$ cat src/rtl/ctrl_pipe_stager_pkg.sv
// ctrl_pipe_stager_pkg: shared types for the control-bundle stager.
//   ex_ctrl_t  - full control bundle carried into EX (all-zero = bubble)
//   mem_ctrl_t - subset of controls still needed in MEM
//   wb_ctrl_t  - subset of controls still needed in WB
//   fwd_sel_e  - operand forwarding select for the EX ALU muxes
package ctrl_pipe_stager_pkg;

    localparam int REG_ADDR_W_DEF = 5;

    typedef struct packed {
        logic       alu_src;
        logic       mem2reg;
        logic       reg_write;
        logic       mem_read;
        logic       mem_write;
        logic [1:0] aluop;
        logic       branch;
        logic       jalr_mode;
        logic       jal_mode;
    } ex_ctrl_t;

    typedef struct packed {
        logic mem_read;
        logic mem_write;
        logic mem2reg;
        logic reg_write;
    } mem_ctrl_t;

    typedef struct packed {
        logic mem2reg;
        logic reg_write;
    } wb_ctrl_t;

    typedef enum logic [1:0] {
        FWD_RF  = 2'b00,
        FWD_WB  = 2'b01,
        FWD_MEM = 2'b10
    } fwd_sel_e;

endpackage

$ cat src/rtl/ctrl_fwd_unit.sv
// ctrl_fwd_unit: operand forwarding selects for both EX ALU operands.
//   ex_rs1_i/ex_rs2_i  - source registers of the instruction in EX
//   mem_reg_write_i, mem_rd_i - producer in MEM
//   wb_reg_write_i, wb_rd_i   - producer in WB (write enable already
//                               suppressed for rd == x0)
//   forward_a_o/forward_b_o   - FWD_MEM / FWD_WB / FWD_RF
module ctrl_fwd_unit
    import ctrl_pipe_stager_pkg::*;
#(
    parameter int REG_ADDR_W = REG_ADDR_W_DEF
) (
    input  logic [REG_ADDR_W-1:0] ex_rs1_i,
    input  logic [REG_ADDR_W-1:0] ex_rs2_i,
    input  logic                  mem_reg_write_i,
    input  logic [REG_ADDR_W-1:0] mem_rd_i,
    input  logic                  wb_reg_write_i,
    input  logic [REG_ADDR_W-1:0] wb_rd_i,
    output fwd_sel_e              forward_a_o,
    output fwd_sel_e              forward_b_o
);

    // MEM is the younger producer, so it is checked first.
    function automatic fwd_sel_e pick(input logic [REG_ADDR_W-1:0] rs);
        if (mem_reg_write_i && (mem_rd_i != '0) && (mem_rd_i == rs))
            return FWD_MEM;
        else if (wb_reg_write_i && (wb_rd_i == rs))
            return FWD_WB;
        else
            return FWD_RF;
    endfunction

    assign forward_a_o = pick(ex_rs1_i);
    assign forward_b_o = pick(ex_rs2_i);

endmodule

$ cat src/rtl/ctrl_pipe_stager.sv
// ctrl_pipe_stager: carries decoder control through EX/MEM/WB stage
// registers, detects load-use stalls and EX redirects, and produces
// EX operand forwarding selects.
//   clk, reset           - rising-edge clock, synchronous active-high reset
//   id_*                 - ID-stage control fields and register indices
//   ex_redirect          - taken branch / resolved jump in EX (flush)
//   ex_ctrl, ex_rd       - EX bundle {ctrl[9:0], 2'b0}
//   mem_*, wb_*          - MEM and WB controls and destinations
//   forward_a/forward_b  - 00 regfile, 10 MEM, 01 WB
//   pc_write, ifid_write, ifid_flush - fetch-side control
// Optional: define CTRL_PERF_CNT_EN to add the CNT_W parameter and the
// stall_cnt / flush_cnt performance counter outputs.
module ctrl_pipe_stager
    import ctrl_pipe_stager_pkg::*;
#(
    parameter int REG_ADDR_W = REG_ADDR_W_DEF
`ifdef CTRL_PERF_CNT_EN
    , parameter int CNT_W = 32
`endif
) (
    input  logic                  clk,
    input  logic                  reset,
    input  logic                  id_alu_src,
    input  logic                  id_mem2reg,
    input  logic                  id_reg_write,
    input  logic                  id_mem_read,
    input  logic                  id_mem_write,
    input  logic                  id_branch,
    input  logic                  id_jalr_mode,
    input  logic                  id_jal_mode,
    input  logic [1:0]            id_aluop,
    input  logic [REG_ADDR_W-1:0] id_rs1,
    input  logic [REG_ADDR_W-1:0] id_rs2,
    input  logic [REG_ADDR_W-1:0] id_rd,
    input  logic                  id_uses_rs1,
    input  logic                  id_uses_rs2,
    input  logic                  ex_redirect,
    output logic [11:0]           ex_ctrl,
    output logic [REG_ADDR_W-1:0] ex_rd,
    output logic                  mem_mem_read,
    output logic                  mem_mem_write,
    output logic                  mem_mem2reg,
    output logic                  mem_reg_write,
    output logic [REG_ADDR_W-1:0] mem_rd,
    output logic                  wb_mem2reg,
    output logic                  wb_reg_write,
    output logic [REG_ADDR_W-1:0] wb_rd,
    output logic [1:0]            forward_a,
    output logic [1:0]            forward_b,
    output logic                  pc_write,
    output logic                  ifid_write,
    output logic                  ifid_flush
`ifdef CTRL_PERF_CNT_EN
    ,
    output logic [CNT_W-1:0]      stall_cnt,
    output logic [CNT_W-1:0]      flush_cnt
`endif
);

    ex_ctrl_t                ex_q, ex_d, id_bundle;
    logic [REG_ADDR_W-1:0]   ex_rd_q, ex_rd_d, ex_rs1_q, ex_rs1_d, ex_rs2_q, ex_rs2_d;
    mem_ctrl_t               mem_q;
    logic [REG_ADDR_W-1:0]   mem_rd_q;
    wb_ctrl_t                wb_q;
    logic [REG_ADDR_W-1:0]   wb_rd_q;
    logic                    lu, kill_id, wb_rw_eff;
    fwd_sel_e                fwd_a, fwd_b;

    assign id_bundle = '{alu_src:   id_alu_src,
                         mem2reg:   id_mem2reg,
                         reg_write: id_reg_write,
                         mem_read:  id_mem_read,
                         mem_write: id_mem_write,
                         aluop:     id_aluop,
                         branch:    id_branch,
                         jalr_mode: id_jalr_mode,
                         jal_mode:  id_jal_mode};

    // A load to x0 never produces a value worth waiting for.
    assign lu = ex_q.mem_read && (ex_rd_q != '0) &&
                ((id_uses_rs1 && (id_rs1 == ex_rd_q)) ||
                 (id_uses_rs2 && (id_rs2 == ex_rd_q)));

    // Both a redirect and a stall turn the ID slot into a bubble in EX.
    assign kill_id = ex_redirect || lu;

    always_comb begin
        ex_d     = id_bundle;
        ex_rd_d  = id_rd;
        ex_rs1_d = id_rs1;
        ex_rs2_d = id_rs2;
        if (kill_id) begin
            ex_d     = '0;
            ex_rd_d  = '0;
            ex_rs1_d = '0;
            ex_rs2_d = '0;
        end
    end

    always_ff @(posedge clk) begin
        if (reset) begin
            ex_q     <= '0;
            ex_rd_q  <= '0;
            ex_rs1_q <= '0;
            ex_rs2_q <= '0;
            mem_q    <= '0;
            mem_rd_q <= '0;
            wb_q     <= '0;
            wb_rd_q  <= '0;
        end else begin
            ex_q     <= ex_d;
            ex_rd_q  <= ex_rd_d;
            ex_rs1_q <= ex_rs1_d;
            ex_rs2_q <= ex_rs2_d;
            mem_q    <= '{mem_read:  ex_q.mem_read,
                          mem_write: ex_q.mem_write,
                          mem2reg:   ex_q.mem2reg,
                          reg_write: ex_q.reg_write};
            mem_rd_q <= ex_rd_q;
            wb_q     <= '{mem2reg: mem_q.mem2reg, reg_write: mem_q.reg_write};
            wb_rd_q  <= mem_rd_q;
        end
    end

    // Writes to x0 are dropped here so neither the regfile nor the
    // forwarding logic ever sees x0 as a producer.
    assign wb_rw_eff = wb_q.reg_write && (wb_rd_q != '0);

    ctrl_fwd_unit #(.REG_ADDR_W(REG_ADDR_W)) u_fwd (
        .ex_rs1_i        (ex_rs1_q),
        .ex_rs2_i        (ex_rs2_q),
        .mem_reg_write_i (mem_q.reg_write),
        .mem_rd_i        (mem_rd_q),
        .wb_reg_write_i  (wb_rw_eff),
        .wb_rd_i         (wb_rd_q),
        .forward_a_o     (fwd_a),
        .forward_b_o     (fwd_b)
    );

    assign ex_ctrl       = {ex_q, 2'b00};
    assign ex_rd         = ex_rd_q;
    assign mem_mem_read  = mem_q.mem_read;
    assign mem_mem_write = mem_q.mem_write;
    assign mem_mem2reg   = mem_q.mem2reg;
    assign mem_reg_write = mem_q.reg_write;
    assign mem_rd        = mem_rd_q;
    assign wb_mem2reg    = wb_q.mem2reg;
    assign wb_reg_write  = wb_rw_eff;
    assign wb_rd         = wb_rd_q;
    assign forward_a     = fwd_a;
    assign forward_b     = fwd_b;

    // Redirect wins: fetch must move to the new target even if the
    // killed ID instruction would otherwise have stalled.
    assign pc_write   = ex_redirect || !lu;
    assign ifid_write = ex_redirect || !lu;
    assign ifid_flush = ex_redirect;

`ifdef CTRL_PERF_CNT_EN
    logic [CNT_W-1:0] stall_cnt_q, flush_cnt_q;

    always_ff @(posedge clk) begin
        if (reset) begin
            stall_cnt_q <= '0;
            flush_cnt_q <= '0;
        end else begin
            if (lu && !ex_redirect) stall_cnt_q <= stall_cnt_q + CNT_W'(1);
            if (ex_redirect)        flush_cnt_q <= flush_cnt_q + CNT_W'(1);
        end
    end

    assign stall_cnt = stall_cnt_q;
    assign flush_cnt = flush_cnt_q;
`endif

endmodule

$ cat config.mk
export PLATFORM = sky130hd
export DESIGN_NAME = ctrl_pipe_stager
export DESIGN_NICKNAME = d
export VERILOG_FILES = /design/src/rtl/ctrl_pipe_stager_pkg.sv /design/src/rtl/ctrl_fwd_unit.sv /design/src/rtl/ctrl_pipe_stager.sv
export SDC_FILE = /design/constraint.sdc
export NUM_CORES = 1
export LEC_CHECK = 0
export ABC_AREA = 0
export CAP_MARGIN = 20
export CORE_MARGIN = 5
export CORE_UTILIZATION = 42
export DETAILED_ROUTE_END_ITERATION = 10
export PLACE_DENSITY = 0.78
export RECOVER_POWER = 100
export SLEW_MARGIN = 20
export SYNTH_ARGS = -nofsm -noshare
export SYNTH_HDL_FRONTEND = slang
export SYNTH_SLANG_ARGS = --single-unit
$ cat constraint.sdc
create_clock -name clk -period 3.2 [get_ports clk]
set_input_delay 0.64 -clock clk [delete_from_list [all_inputs] [get_ports clk]]
set_output_delay 0.64 -clock clk [all_outputs]
set_load 0.01 [all_outputs]
; After elaboration in Yosys (flattened, before gate mapping)
; Cells that the tools add are included.
[op_classes]
n_addsub = 0
n_mul = 0
div = 0
order_cmp = 0
eq_ne = 6
n_shift = 0
n_mux = 4
bitwise_logic = 0
n_reduce_logical = 18
[op_table]
columns = operator, n
row1 = equality test 5 bit, 6
row2 = nonzero test 5 bit, 3
row3 = logical AND 1 bit, 10
row4 = 2-to-1 mux 2 bit, 2
row5 = logical OR 1 bit, 3
row6 = 2-to-1 mux 1 bit, 2
row7 = OR reduction 2 bit, 1
row8 = logical NOT 1 bit, 1
[totals]
regBits = 41
latchBits = 0
ramBits = 0
rom_bits = 0
inputBits = 30
out_inout_bits = 40
word_cells = 48
memories = 0

; Logic depth before layout (Yosys ltp)
[depth]
depth_word = 6
ltp_mapped = 6
mapped_depth_nobuf = 4

; By module
; Synthesis repeated with hierarchy kept, for this count alone.
[hier_totals]
hier_cells = 173
area_unflattened_um2 = 1742.9
[modules_own_cells]
columns = module, instances, cells_each, area_per_inst_um2
row1 = ctrl_pipe_stager, 1, 141, 1498.9
row2 = ctrl_fwd_unit, 1, 32, 244.0

; Worst setup path before layout
; No wires, ideal clock.
[synth_timing]
kind = input to output
from = in id_rs1[1]
to = out pc_write
arrival_ns = 1.820
t_required_ns = 2.560
slack_ns = 0.740
path_stages = 6
n_path_buf = 2
cell_sequence = xnor2_1 > nand4_1 > o22ai_2 > buf_2 > nand3b_1 > buf_4
[synth_between]
elab_chain_len = 6
[synth_lines]
columns = element, line_no
row1 = "start, declared", ctrl_pipe_stager.sv:32  ; input logic [REG_ADDR_W-1:0] id_rs1,
row2 = equality test 5 bit, ctrl_pipe_stager.sv:81  ; ((id_uses_rs1 && (id_rs1 == ex_rd_q)) ||
row3 = logical AND 1 bit, ctrl_pipe_stager.sv:81
row4 = logical OR 1 bit, ctrl_pipe_stager.sv:81
row5 = logical AND 1 bit, ctrl_pipe_stager.sv:80  ; assign lu = ex_q.mem_read && (ex_rd_q != '0) &&
row6 = logical NOT 1 bit, -
row7 = logical OR 1 bit, -
row8 = "end, declared", ctrl_pipe_stager.sv:50  ; output logic pc_write,
; No other way between the ends.

; Worst setup path in the final report
[layout_timing]
from = reg mem_rd_q[4], in the netlist mem_rd[4]
to = out forward_b[0]
[layout_between]
elab_chain_len = 4
elab_cells_between_ends = 5
[layout_lines]
columns = element, line_no
row1 = "start, declared", ctrl_pipe_stager.sv:63  ; logic [REG_ADDR_W-1:0] mem_rd_q;
row2 = "start signal, assigned", ctrl_pipe_stager.sv:119  ; mem_rd_q <= ex_rd_q;
row3 = nonzero test 5 bit, ctrl_fwd_unit.sv:24  ; if (mem_reg_write_i && (mem_rd_i != '0) && (mem_rd_i == rs))
row4 = logical AND 1 bit, ctrl_fwd_unit.sv:24
row5 = logical AND 1 bit *, ctrl_fwd_unit.sv:24
row6 = 2-to-1 mux 2 bit *, ctrl_fwd_unit.sv:24
row7 = "end, declared", ctrl_pipe_stager.sv:49  ; output logic [1:0] forward_b,
; Every way passes the cells marked *; elsewhere a longest branch is shown, timed or not.

==> impl_metrics.py <==
metrics = {
    "clocking": {
        "cts.reportedPaths.clkPinSlew_ns": 0.07,
        "cts_sinks": 41,
        "cts_buffers": 5,
        "cts-hold-fix-buffers": 0,
        "cts_setup_buffers": 0,
        "tritoncts": "built",
        "cts.htree.levels": 2,
        "clock_latency_ns": 0.29,
        "clockRootBuffer": "clkbuf_8",
        "cts.repair.resized": 0,
        "cts_buffer_depth": 2,
    },
    "drt": {
        "wl_um": 3980,
        "drc_errors": 0,
        "dr.pass1.iters": 4,
        "ant_nets": 0,
        "wl_per_cell_um": 13.8,
        "drt_iter0_drc": 53,
        "vias": 1383,
        "vias_per_cell": 4.79,
    },
    "sta": {
        "setup_tns_ns": 0,
        "setup_slack_ns": 0.194,
        "holdWs_ns": 0.462,
        "rsz0062_at_grt": "no",
        "timing.fmax_mhz": 333,
        "period_minus_slack_ns": 3.01,
        "max_slew_margin_pct": 44.8,
        "tightestPinTransition_ns": 0.829,
        "drv_slew": 0,
        "setup_viol": 0,
        "finalCritPeriodShare_pct": 93.9,
        "final_hold_viol_count": 0,
        "finClkSkew_ns": 0.00254,
    },
    "logic_synthesis": {
        "syn_area_per_cell_um2": 10.1,
        "async_flop_share_pct": 0,
        "seq_area_frac_synth_pct": 47.4,
        "ys_types": 24,
        "yosysTopAreaCell": "dfxtp_1",
        "ys_ff_latch": 41,
        "yosys-top-cells-count": "41 x dfxtp_1, 27 x nand2_1, 19 x a21oi_2",
        "netlist_instances": 172,
        "synth_ff_type": "dfxtp_1",
        "synth.most_common_cell": "dfxtp_1",
        "synthTopCellsByArea": "dfxtp_1 47%, a21oi_2 9.6%, xnor2_1 8.1%",
        "syn-cell-area_um2": 1730,
        "synth_edf_count": 0,
        "synth_top_area_share_pct": 47.4,
        "yosysWarningCount": 0,
    },
    "power_and_ir_drop": {
        "ir_drop_uv": 400,
        "p_per_area_nw_per_um2": 434,
        "leakage_uw": 0.00107,
    },
    "global_routing": {
        "antenna_found_initial": 0,
        "grt_start_max_net_pins": 26,
        "grt_pass1_vias": 1331,
        "grt_pass1_wl_um": 6190,
        "grtUsageTotal_pct": 14.9,
        "overflow": 0,
    },
    "die": {
        "die_w_um": 74.2,
        "core_area_um2": 4000,
        "ios": 70,
        "die-height_um": 74.2,
        "core.rowCount": 23,
        "die_area_um2": 5500,
        "start_util_pct": 43.3,
    },
    "placement": {
        "hpwl_um": 2980,
        "place_inst": 282,
        "post-place-ws_ns": 0.370,
        "place_congestion": 0.738,
        "port_buffers": 67,
    },
    "setup_path": {
        "rrSetupSlack_ns": 1.63,
        "crit_fanout": 5,
        "r2r-start": "ex_rd[1]",
        "setup.worst_path.end_class": "output port",
        "cp.required_ns": 2.56,
        "critPathArrivalTime_ns": 2.37,
        "crit_type": "flip-flop to output port",
        "r2r_cells": 4,
        "r2r-end": "ex_rs2_q[0]",
        "crit_end": "forward_b[0]",
        "start_kind": "flip-flop",
        "cp-startpoint": "mem_rd[4]",
    },
    "flow_run": {
        "maxCapViolations": 0,
    },
    "final_layout": {
        "nets": 269,
        "synthToLayoutAreaGrowth_pct": 41.8,
        "final-seq-area_um2": 821,
        "multi_input_area_um2": 769,
        "final_cells": 289,
        "diodes": 0,
        "nFillCells": 363,
        "drive_above_1_share_pct": 8.79,
    },
    "outcome": {
        "status": "complete, no violations",
    },
    "min_path": {
        "hp-class": "flip-flop to flip-flop",
    },
}
==> worst max-delay path: stages (launching register included) <==
cell and delay (ns):
dfxtp_1 0.36, or4_1 0.53, o21ai_1 0.18, nor4_1 0.11
nor4_2 0.26, dlygate4sd3_1 0.63
==> layout by cell type (no fill, tap or decap), drive strengths merged, types with 2 or more instances in the layout <==
master	synthesis	layout
conb	1	2
xnor2	16	16
o21ai	2	2
a21oi	25	25
nor2b	16	16
xor2	14	14
buf	9	2
clkbuf	3	7
clkdlybuf4s50	0	29
dlygate4sd3	0	38
nand2	27	27
or4	5	5
dfxtp	41	41
nor4	4	4
nand3	2	2
nand4	2	2
==> sequential cells by signal (all words and copies together), names as in the netlist <==
register / flops
ex_ctrl: 10
ex_rd: 5
ex_rs1_q: 5
ex_rs2_q: 5
mem_rd: 5
wb_rd: 5
mem_mem2reg: 1
mem_mem_read: 1
mem_mem_write: 1
mem_reg_write: 1
wb_mem2reg: 1
wb_q: 1
==> area by class of cell <==
class,count,share of cell area [%]
clock buffer,5,2.80
inverter,1,0.153
timing repair buffer,71,28.3
clock inverter,2,1.43
tap,50,2.55
multi-input combinational,119,31.4
sequential,41,33.5
==> worst min-delay path by stage <==
stage	start	to	slack, ns	cells after the start
after floorplan	ex_ctrl[10]	mem_mem2reg	0.49	1
after CTS	ex_ctrl[7]	mem_mem_write	0.47	1
after detailed placement	ex_ctrl[7]	mem_mem_write	0.46	1
after global placement	ex_ctrl[10]	mem_mem2reg	0.45	1
final	ex_ctrl[7]	mem_mem_write	0.46	1
after global routing	ex_ctrl[7]	mem_mem_write	0.49	1
==> per-layer routing <==
| layer | wire (um) | track usage (%) | vias to the layer above | part of all wire, % |
|---|---|---|---|---|
| met4 | 76 | 7.24 | 0 | 1.9 |
| met3 | 305 | 4.19 | 6 | 7.7 |
| li1 | - | - | 691 | - |
| met1 | 1640 | 17.4 | 638 | 41 |
| met2 | 1960 | 24.9 | 48 | 49 |
| met5 | 0 | 0 | - | 0 |
==> power breakdown <==
part,internal [uW],switching [uW]
Sequential,527,14.4
Clock,226,167
Combinational,75.3,54.0
==> cell families (layout without fill, tap and decap cells) <==
group	count (synthesis)	count (layout)	share of synthesized area, %
flops	41	41	47.4
other cells	1	2	0.217
simple gates	58	58	17.9
xor+xnor	30	30	15.2
compound gates	29	29	13.1
buf+inv	13	79	6.15
==> through the flow <==
step | total power (uW) | area, um^2 | utilization (%)
global route | 1100 | 2450 | 61.3
floorplan | 622 | 1730 | -
CTS | 1090 | 2500 | 62.5
global placement | 692 | 2390 | 59.9
finish | 1060 | 2450 | 61.3
detailed placement | 694 | 2390 | 59.9
Power figures use the tool's default switching activity.
